## src/rtl/logic_pkg.sv

```systemverilog
// Shared constants and helpers for the logic-library counter and shift blocks.
// Shift-direction encodings and the counter-width helper live here so successor blocks agree on them.
package logic_pkg;

    localparam bit SHIFT_MSB_FIRST = 1'b0;
    localparam bit SHIFT_LSB_FIRST = 1'b1;

    // Bits needed to hold values 0..n inclusive.
    function automatic int cnt_width(input int n);
        return $clog2(n + 1);
    endfunction

endpackage

```

## src/rtl/frame_counter.sv

```systemverilog
// Modulo-MODULUS event counter: o_wrap flags the increment that completes a frame,
// o_done is that flag registered into a one-cycle pulse.
module frame_counter #(
    parameter int MODULUS = 8,
    parameter int CW      = 4
) (
    input  logic clk,
    input  logic rst_n,
    input  logic i_clr,
    input  logic i_inc,
    output logic o_wrap,
    output logic o_done
);

    logic [CW-1:0] r_count;
    logic          r_done;
    logic          w_wrap;

    // Clear dominates increment, so an aborted frame can never wrap.
    assign w_wrap = i_inc && !i_clr && (r_count == CW'(MODULUS - 1));

    always_ff @(posedge clk or negedge rst_n) begin
        if (!rst_n) begin
            r_count <= '0;
            r_done  <= 1'b0;
        end else begin
            r_done <= w_wrap;
            if (i_clr) begin
                r_count <= '0;
            end else if (i_inc) begin
                r_count <= w_wrap ? '0 : r_count + 1'b1;
            end
        end
    end

    assign o_wrap = w_wrap;
    assign o_done = r_done;

endmodule

```

## src/rtl/shift_latch_reg.sv

```systemverilog
// Serial/parallel shift register with a storage (output latch) stage, frame counter and
// cascade output; generalises the 74164/74165/74595 family.
module shift_latch_reg
    import logic_pkg::*;
#(
    parameter int WIDTH      = 8,
    parameter bit LSB_FIRST  = SHIFT_MSB_FIRST,
    parameter bit AUTO_LATCH = 1'b0
) (
    input  logic             clk,
    input  logic             rst_n,
    input  logic             sclr_n,
    input  logic             load_en,
    input  logic [WIDTH-1:0] par_in,
    input  logic             shift_en,
    input  logic             ser_in,
    input  logic             latch_en,
    input  logic             oe_n,
    output logic [WIDTH-1:0] q,
    output logic             q_en,
    output logic             ser_out,
    output logic             frame_done
);

    localparam int CW = cnt_width(WIDTH);

    logic [WIDTH-1:0] r_shift;
    logic [WIDTH-1:0] r_q;
    logic [WIDTH-1:0] w_shifted;
    logic [WIDTH-1:0] w_next;
    logic             w_wrap;
    logic             w_done;

    always_comb begin
        if (LSB_FIRST == SHIFT_LSB_FIRST) begin
            w_shifted = {ser_in, r_shift[WIDTH-1:1]};
        end else begin
            w_shifted = {r_shift[WIDTH-2:0], ser_in};
        end
    end

    always_comb begin
        w_next = r_shift;
        if (!sclr_n) begin
            w_next = '0;
        end else if (load_en) begin
            w_next = par_in;
        end else if (shift_en) begin
            w_next = w_shifted;
        end
    end

    frame_counter #(
        .MODULUS (WIDTH),
        .CW      (CW)
    ) u_frame_counter (
        .clk    (clk),
        .rst_n  (rst_n),
        .i_clr  (!sclr_n || load_en),
        .i_inc  (shift_en),
        .o_wrap (w_wrap),
        .o_done (w_done)
    );

    always_ff @(posedge clk or negedge rst_n) begin
        if (!rst_n) begin
            r_shift <= '0;
        end else begin
            r_shift <= w_next;
        end
    end

    // A manual latch takes the pre-edge shift stage (74595 tied-clock lag); the auto-latch
    // takes the completed frame and wins when both happen on the same edge.
    always_ff @(posedge clk or negedge rst_n) begin
        if (!rst_n) begin
            r_q <= '0;
        end else if (AUTO_LATCH && w_wrap) begin
            r_q <= w_next;
        end else if (latch_en) begin
            r_q <= r_shift;
        end
    end

    assign q          = r_q;
    assign q_en       = ~oe_n;
    assign ser_out    = (LSB_FIRST == SHIFT_LSB_FIRST) ? r_shift[0] : r_shift[WIDTH-1];
    assign frame_done = w_done;

endmodule

```

## config.mk

```make
export PLATFORM = sky130hd
export DESIGN_NAME = shift_latch_reg
export DESIGN_NICKNAME = d
export VERILOG_FILES = /design/src/rtl/logic_pkg.sv /design/src/rtl/frame_counter.sv /design/src/rtl/shift_latch_reg.sv
export SDC_FILE = /design/constraint.sdc
export NUM_CORES = 1
export LEC_CHECK = 0
export ABC_CLOCK_PERIOD_IN_PS = 1500
export CAP_MARGIN = 20
export CORE_MARGIN = 5
export CORE_UTILIZATION = 46
export CTS_CLUSTER_DIAMETER = 40
export DETAILED_ROUTE_END_ITERATION = 8
export PLACE_DENSITY = 0.8
export SETUP_SLACK_MARGIN = 0.5
export SLEW_MARGIN = 5
export SYNTH_ARGS = -nofsm -noshare
export SYNTH_HDL_FRONTEND = slang
export SYNTH_SLANG_ARGS = --single-unit
```

## constraint.sdc

```tcl
create_clock -name clk -period 1.5 [get_ports clk]
set_clock_uncertainty 0.05 [all_clocks]
set_input_delay 0.3 -clock clk [delete_from_list [all_inputs] [get_ports clk]]
set_output_delay 0.3 -clock clk [all_outputs]
set_load 0.02 [all_outputs]
```

==> impl_metrics.env, run 1 <==
export IMPL_criticalPathCategory="flip-flop to flip-flop"
export IMPL_synthToLayoutAreaGrowth_pct=46.3
export IMPL_drive_gt1_frac=0.462
export IMPL_seq_area_um2=527
export IMPL_cp_required_ns=1.68
export IMPL_slew_viol_final=0
export IMPL_num_vias=758
export IMPL_synth_area_leaders="dfrtp_1 (51%), mux2_2 (13%), o211a_1 (7.7%)"
export IMPL_ant_nets=0
export IMPL_critPathCaptureType="flip-flop"
export IMPL_ys_flop_type="dfrtp_1"
export IMPL_viasPerCell=5.23
export IMPL_core_um2=2190
export IMPL_synthArstFlopShare=1.00
export IMPL_setup_viol=0
export IMPL_hp_class="primary input to async pin"
export IMPL_setup_ws_ns=0.153
export IMPL_cp_start_kind="flip-flop"
export IMPL_yosysWarnings=0
export IMPL_hold_buffers=0
export IMPL_syn_avg_cell_area_um2=13.6
export IMPL_synth_most_common_cell="dfrtp_1"
export IMPL_synth_seq_cells=21
export IMPL_total_power_mw=1.21
export IMPL_overflow=0
export IMPL_cts_tree="built"
export IMPL_grt_setup_unrepaired="true"
export IMPL_route_detailed_drc=0
export IMPL_cts_sinks=21
export IMPL_ios=27
export IMPL_die_area_um2=3300
export IMPL_die_w_um=57.5
export IMPL_worstPathCellList="buf_4 -> or4bb_1 -> o22ai_2"
export IMPL_yosysSeqAreaShare=0.507
export IMPL_antenna_found_initial=0
export IMPL_hold_violations=0
export IMPL_path_buf_inv=1
export IMPL_clockBufferDepth=2
export IMPL_layout_nets=135
export IMPL_pre_cts_slack_ns=-0.189
export IMPL_worstMarginPinSlew_ns=0.264
export IMPL_wl_per_cell_um=16.5
export IMPL_clk_pin_slew_worst_paths_ns=0.12
export IMPL_min_period_ns=1.35
export IMPL_rows=17
export IMPL_drt_initial_drc_count=5
export IMPL_ir_drop_uv=668
export IMPL_firstDrtPassIters=4
export IMPL_fmax_mhz=742
export IMPL_yosysTopAreaCellShare=0.507
export IMPL_htree_levels=1
export IMPL_p_per_area_nw_per_um2=797
export IMPL_place_gp_congestion=0.723
export IMPL_cpLargestDelayFamily="simple AND/OR/NAND/NOR gates"
export IMPL_holdWs_ns=0.274
export IMPL_diodes=0
export IMPL_grt_pass1_vias=827
export IMPL_cts_root_buf="clkbuf_4"
export IMPL_final_setup_tns_ns=0
export IMPL_syn_inst=76
export IMPL_die_height_um=57.5
export IMPL_fillerInstances=162
export IMPL_clk_latency_ns=0.30
export IMPL_p_leak_nw=0.807
export IMPL_grt_start_max_net_pins=22
export IMPL_cpPeakStageDelay_ns=0.52
export IMPL_post_route_util=0.693
export IMPL_hpwl_mm=1.55
export IMPL_syn_nets=93
export IMPL_cap_violations=0
export IMPL_synth_top_cell_by_area="dfrtp_1"
export IMPL_grt_pass1_wl_mm=3.84
export IMPL_critPathSlowestCell="or4bb_1"
export IMPL_layout_worst_path_cycle_share=0.898
export IMPL_initial_core_util=0.473
export IMPL_critPathMaxFanout=2
export IMPL_synth_cell_area_um2=1040
export IMPL_cts_made_buffers=3
export IMPL_wl_mm=2.40
export IMPL_yosysUniqueCellTypes=23
export IMPL_arrival_ns=1.52
export IMPL_track_usage=0.153
export IMPL_synthTopCellsByCount="dfrtp_1 (21), mux2_2 (12), nand2b_1 (10), o211a_1 (8), mux2_4 (4)"
export IMPL_synth_edf_count=0
export IMPL_r2r_slack_ns=0.15
export IMPL_portBuffers=26
export IMPL_relSlewSlack=0.824
export IMPL_outcome="finished, final reports clean"
export IMPL_multi_input_area_um2=495
[what timing repair did]
action / 4_1_cts / 5_1_grt
setup endpoints to repair: 32 / 24
buffers inserted: 7 / 1
gates cloned: 1 / 0
hold endpoints to repair: 0 / 0
gates resized for setup: 75 / 8
pin swaps: 5 / 4
[power by group]
part           internal, mW  leakage [nW]  switching [mW]
logic                 0.181         0.514           0.117
clock network        0.0994        0.0177           0.174
registers             0.606         0.275          0.0317
[logic make-up (layout without fill, tap and decap cells)]
kind of cell / Yosys count / after routing / synth area share
AND/OR/NAND/NOR: 18 / 18 / 0.123
adder cells (fa/ha/maj): 1 / 1 / 0.0121
AO/OA/AOI/OAI: 11 / 11 / 0.0977
flip-flops: 21 / 21 / 0.507
buffers and inverters: 7 / 48 / 0.0531
multiplexers: 18 / 18 / 0.207
[flip-flops by register name, indices dropped and copies added, names as in the netlist]
signal and flops:
u_frame_counter.o_done 1, r_shift 8, q 8, u_frame_counter.r_count 4
[worst paths after layout]
path                                            start  cells after the start                    endpoint
setup / recovery           u_frame_counter.r_count[0]                      3  u_frame_counter.r_count[0]
hold / removal                                  rst_n                      2                  r_shift[2]
hold reg to reg                                  q[1]                      1                        q[1]
setup reg to reg           u_frame_counter.r_count[0]                      3  u_frame_counter.r_count[0]
min in group clk                               sclr_n                      3  u_frame_counter.r_count[3]
max in group asynchronous                       rst_n                      2                  r_shift[7]
[through the flow]
stage	area [um2]	std cells
final	1520	145
after global routing	1520	145
after CTS	1480	144
after detailed placement	1360	132
after global placement	1360	132
after floorplan	1060	76
[cell usage in the layout (no fill, tap or decap), drive strengths merged]
cell type and count:
and3b 1, a21oi 1, or4b 1, nor2 1, nand2b 10, o211a 8, o22ai 1, nand4 1
dlymetal6s2s 2, inv 1, dlygate4sd2 3, clkbuf 3, clkdlybuf4s50 10, a21bo 1, buf 28, ha 1
nand3b 2, clkinv 1, dfrtp 21, and4b 1, or4bb 1, mux2 16, mux2i 2
[routing by layer]
layer	GRT usage	up-vias	part of all wire
met4	0.0795	0	0.018
met5	0	-	0
met2	0.258	15	0.54
met1	0.186	381	0.42
met3	0.0271	4	0.031
li1	-	358	-
[final cells by class]
class                      instances  share of cell area
tap                               28              0.0231
clock buffer                       3              0.0148
inverter                           1             0.00247
timing repair buffer              43               0.283
multi-input combinational         48               0.326
clock inverter                     1             0.00330
sequential                        21               0.347
Note: power is estimated with default switching activity, not from simulation.
==> inputs of run 2 (changes only) <==
--- a/config.mk
+++ b/config.mk
@@ -5,14 +5,13 @@
 export SDC_FILE = /design/constraint.sdc
 export NUM_CORES = 1
 export LEC_CHECK = 0
-export ABC_CLOCK_PERIOD_IN_PS = 1500
+export ABC_CLOCK_PERIOD_IN_PS = 1200
 export CAP_MARGIN = 20
 export CORE_MARGIN = 5
-export CORE_UTILIZATION = 46
+export CORE_UTILIZATION = 42
 export CTS_CLUSTER_DIAMETER = 40
 export DETAILED_ROUTE_END_ITERATION = 8
-export PLACE_DENSITY = 0.8
-export SETUP_SLACK_MARGIN = 0.5
+export PLACE_DENSITY = 0.77
 export SLEW_MARGIN = 5
 export SYNTH_ARGS = -nofsm -noshare
 export SYNTH_HDL_FRONTEND = slang
==> constraint.sdc (replaced) <==
create_clock -name clk -period 1.2 [get_ports clk]
set_clock_uncertainty 0.05 [all_clocks]
set_input_delay 0.24 -clock clk [delete_from_list [all_inputs] [get_ports clk]]
set_output_delay 0.24 -clock clk [all_outputs]
set_load 0.02 [all_outputs]
==> impl_metrics.env, run 2 (synthesis results as in run 1) <==
export IMPL_grt_setup_unrepaired="true"
export IMPL_grt_pass1_vias=733
export IMPL_cts_tree="built"
export IMPL_cp_start_kind="flip-flop"
export IMPL_overflow=0
export IMPL_place_gp_congestion=0.767
export IMPL_critPathCaptureType="flip-flop"
export IMPL_layout_worst_path_cycle_share=1.10
export IMPL_drt_initial_drc_count=16
export IMPL_cts_root_buf="clkbuf_4"
export IMPL_criticalPathCategory="flip-flop to flip-flop"
export IMPL_worstMarginPinSlew_ns=0.181
export IMPL_cpPeakStageDelay_ns=0.47
export IMPL_die_area_um2=3560
export IMPL_num_vias=717
export IMPL_clockBufferDepth=2
export IMPL_hold_violations=0
export IMPL_final_common_cell="dfrtp_1"
export IMPL_final_setup_tns_ns=-0.247
export IMPL_core_um2=2410
export IMPL_path_buf_inv=0
export IMPL_outcome="finished, violations left"
export IMPL_p_leak_nw=0.750
export IMPL_layout_common_cells="dfrtp_1 (21), clkdlybuf4s50_1 (14), mux2_2 (12)"
export IMPL_p_per_area_nw_per_um2=1020
export IMPL_cap_violations=0
export IMPL_wl_mm=2.01
export IMPL_worstPathCellList="ha_2 -> or4b_1 -> mux2i_1"
export IMPL_min_period_ns=1.32
export IMPL_critPathSlowestCell="or4b_1"
export IMPL_layout_nets=129
export IMPL_grt_pass1_wl_mm=3.42
export IMPL_rows=18
export IMPL_firstDrtPassIters=4
export IMPL_cp_required_ns=1.37
export IMPL_ios=27
export IMPL_clk_latency_ns=0.29
export IMPL_arrival_ns=1.50
export IMPL_die_w_um=59.7
export IMPL_drive_gt1_frac=0.414
export IMPL_htree_levels=1
export IMPL_slew_viol_final=0
export IMPL_hp_class="primary input to async pin"
export IMPL_cts_sinks=21
export IMPL_viasPerCell=5.09
export IMPL_antenna_found_initial=0
export IMPL_pre_cts_slack_ns=-0.392
export IMPL_ir_drop_uv=827
export IMPL_diodes=0
export IMPL_relSlewSlack=0.879
export IMPL_portBuffers=26
export IMPL_critPathMaxFanout=2
export IMPL_track_usage=0.128
export IMPL_die_height_um=59.7
export IMPL_cpLargestDelayFamily="simple AND/OR/NAND/NOR gates"
export IMPL_violations="negative setup slack"
export IMPL_cts_made_buffers=3
export IMPL_initial_core_util=0.430
export IMPL_synthToLayoutAreaGrowth_pct=36.9
export IMPL_setup_viol=3
export IMPL_grt_start_max_net_pins=22
export IMPL_clk_pin_slew_worst_paths_ns=0.12
export IMPL_fillerInstances=193
export IMPL_ant_nets=0
export IMPL_fmax_mhz=756
export IMPL_route_detailed_drc=0
export IMPL_wl_per_cell_um=14.2
export IMPL_hpwl_mm=1.43
export IMPL_hold_buffers=0
export IMPL_setup_ws_ns=-0.124
## run 2: cell count changes in the layout (fill, tap and decap cells not counted), sizes merged
cell	before	now
bufbuf	0	1
clkinv	1	0
dlymetal6s2s	2	0
clkbuf	3	4
dlygate4sd2	3	1
buf	28	21
clkdlybuf4s50	10	14
## run 2: timing repair
item	4_1_cts	5_1_grt
cloned	1	0
resized for setup	45	5
setup endpoints to repair	21	6
pin swaps	2	1
buffers inserted	1	1
## run 2: path summary, 6_finish.rpt
path | start | endpoint | slack, ns | depth (start not counted)
max | u_frame_counter.r_count[1] | u_frame_counter.r_count[3] | -0.12 | 3
min | rst_n | u_frame_counter.r_count[1] | 0.22 | 2
max reg2reg | u_frame_counter.r_count[1] | u_frame_counter.r_count[3] | -0.12 | 3
min reg2reg | q[2] | q[2] | 0.46 | 1
max in group asynchronous | rst_n | r_shift[3] | 0.74 | 2
min in group clk | q[2] | q[2] | 0.46 | 1
## run 2: area by class of cell
type,instances,area [um2],share of cell area
Timing Repair Buffer,37,355,0.250
Sequential cell,21,526,0.370
Clock buffer,4,26.3,0.0185
Inverter,1,3.75,0.00264
Multi-Input combinational cell,48,472,0.332
Tap cell,30,37.5,0.0264
## run 2: where the power goes
| part | internal, mW | leakage (nW) | switching (mW) |
|---|---|---|---|
| clock | 0.129 | 0.0150 | 0.198 |
| combinational | 0.192 | 0.459 | 0.137 |
| sequential | 0.757 | 0.277 | 0.0298 |
| total | 1.08 | 0.750 | 0.365 |
## run 2: metal layers
metal	wire (um)	track usage
met4	25	0.0475
met2	1070	0.205
met1	817	0.171
met3	100	0.0259
met5	0	0
## run 2: metrics by stage
| stage | instance area (um2) | cells | total power [mW] | hold WS [ns] | util |
|---|---|---|---|---|---|
| global placement | 1380 | 134 | 1.13 | 0.440 | 0.574 |
| global route | 1420 | 141 | 1.53 | 0.226 | 0.589 |
| detailed placement | 1380 | 134 | 1.14 | 0.444 | 0.574 |
| finish | 1420 | 141 | 1.44 | 0.223 | 0.589 |
| floorplan | 1040 | 76 | 0.970 | -0.106 | - |
| CTS | 1390 | 140 | 1.45 | 0.227 | 0.578 |
## run 2: worst reg2reg max path: stages (launching register included)
cell	delay [ns]
dfrtp_1	0.40
ha_2	0.19
or4b_1	0.47
mux2i_1	0.15
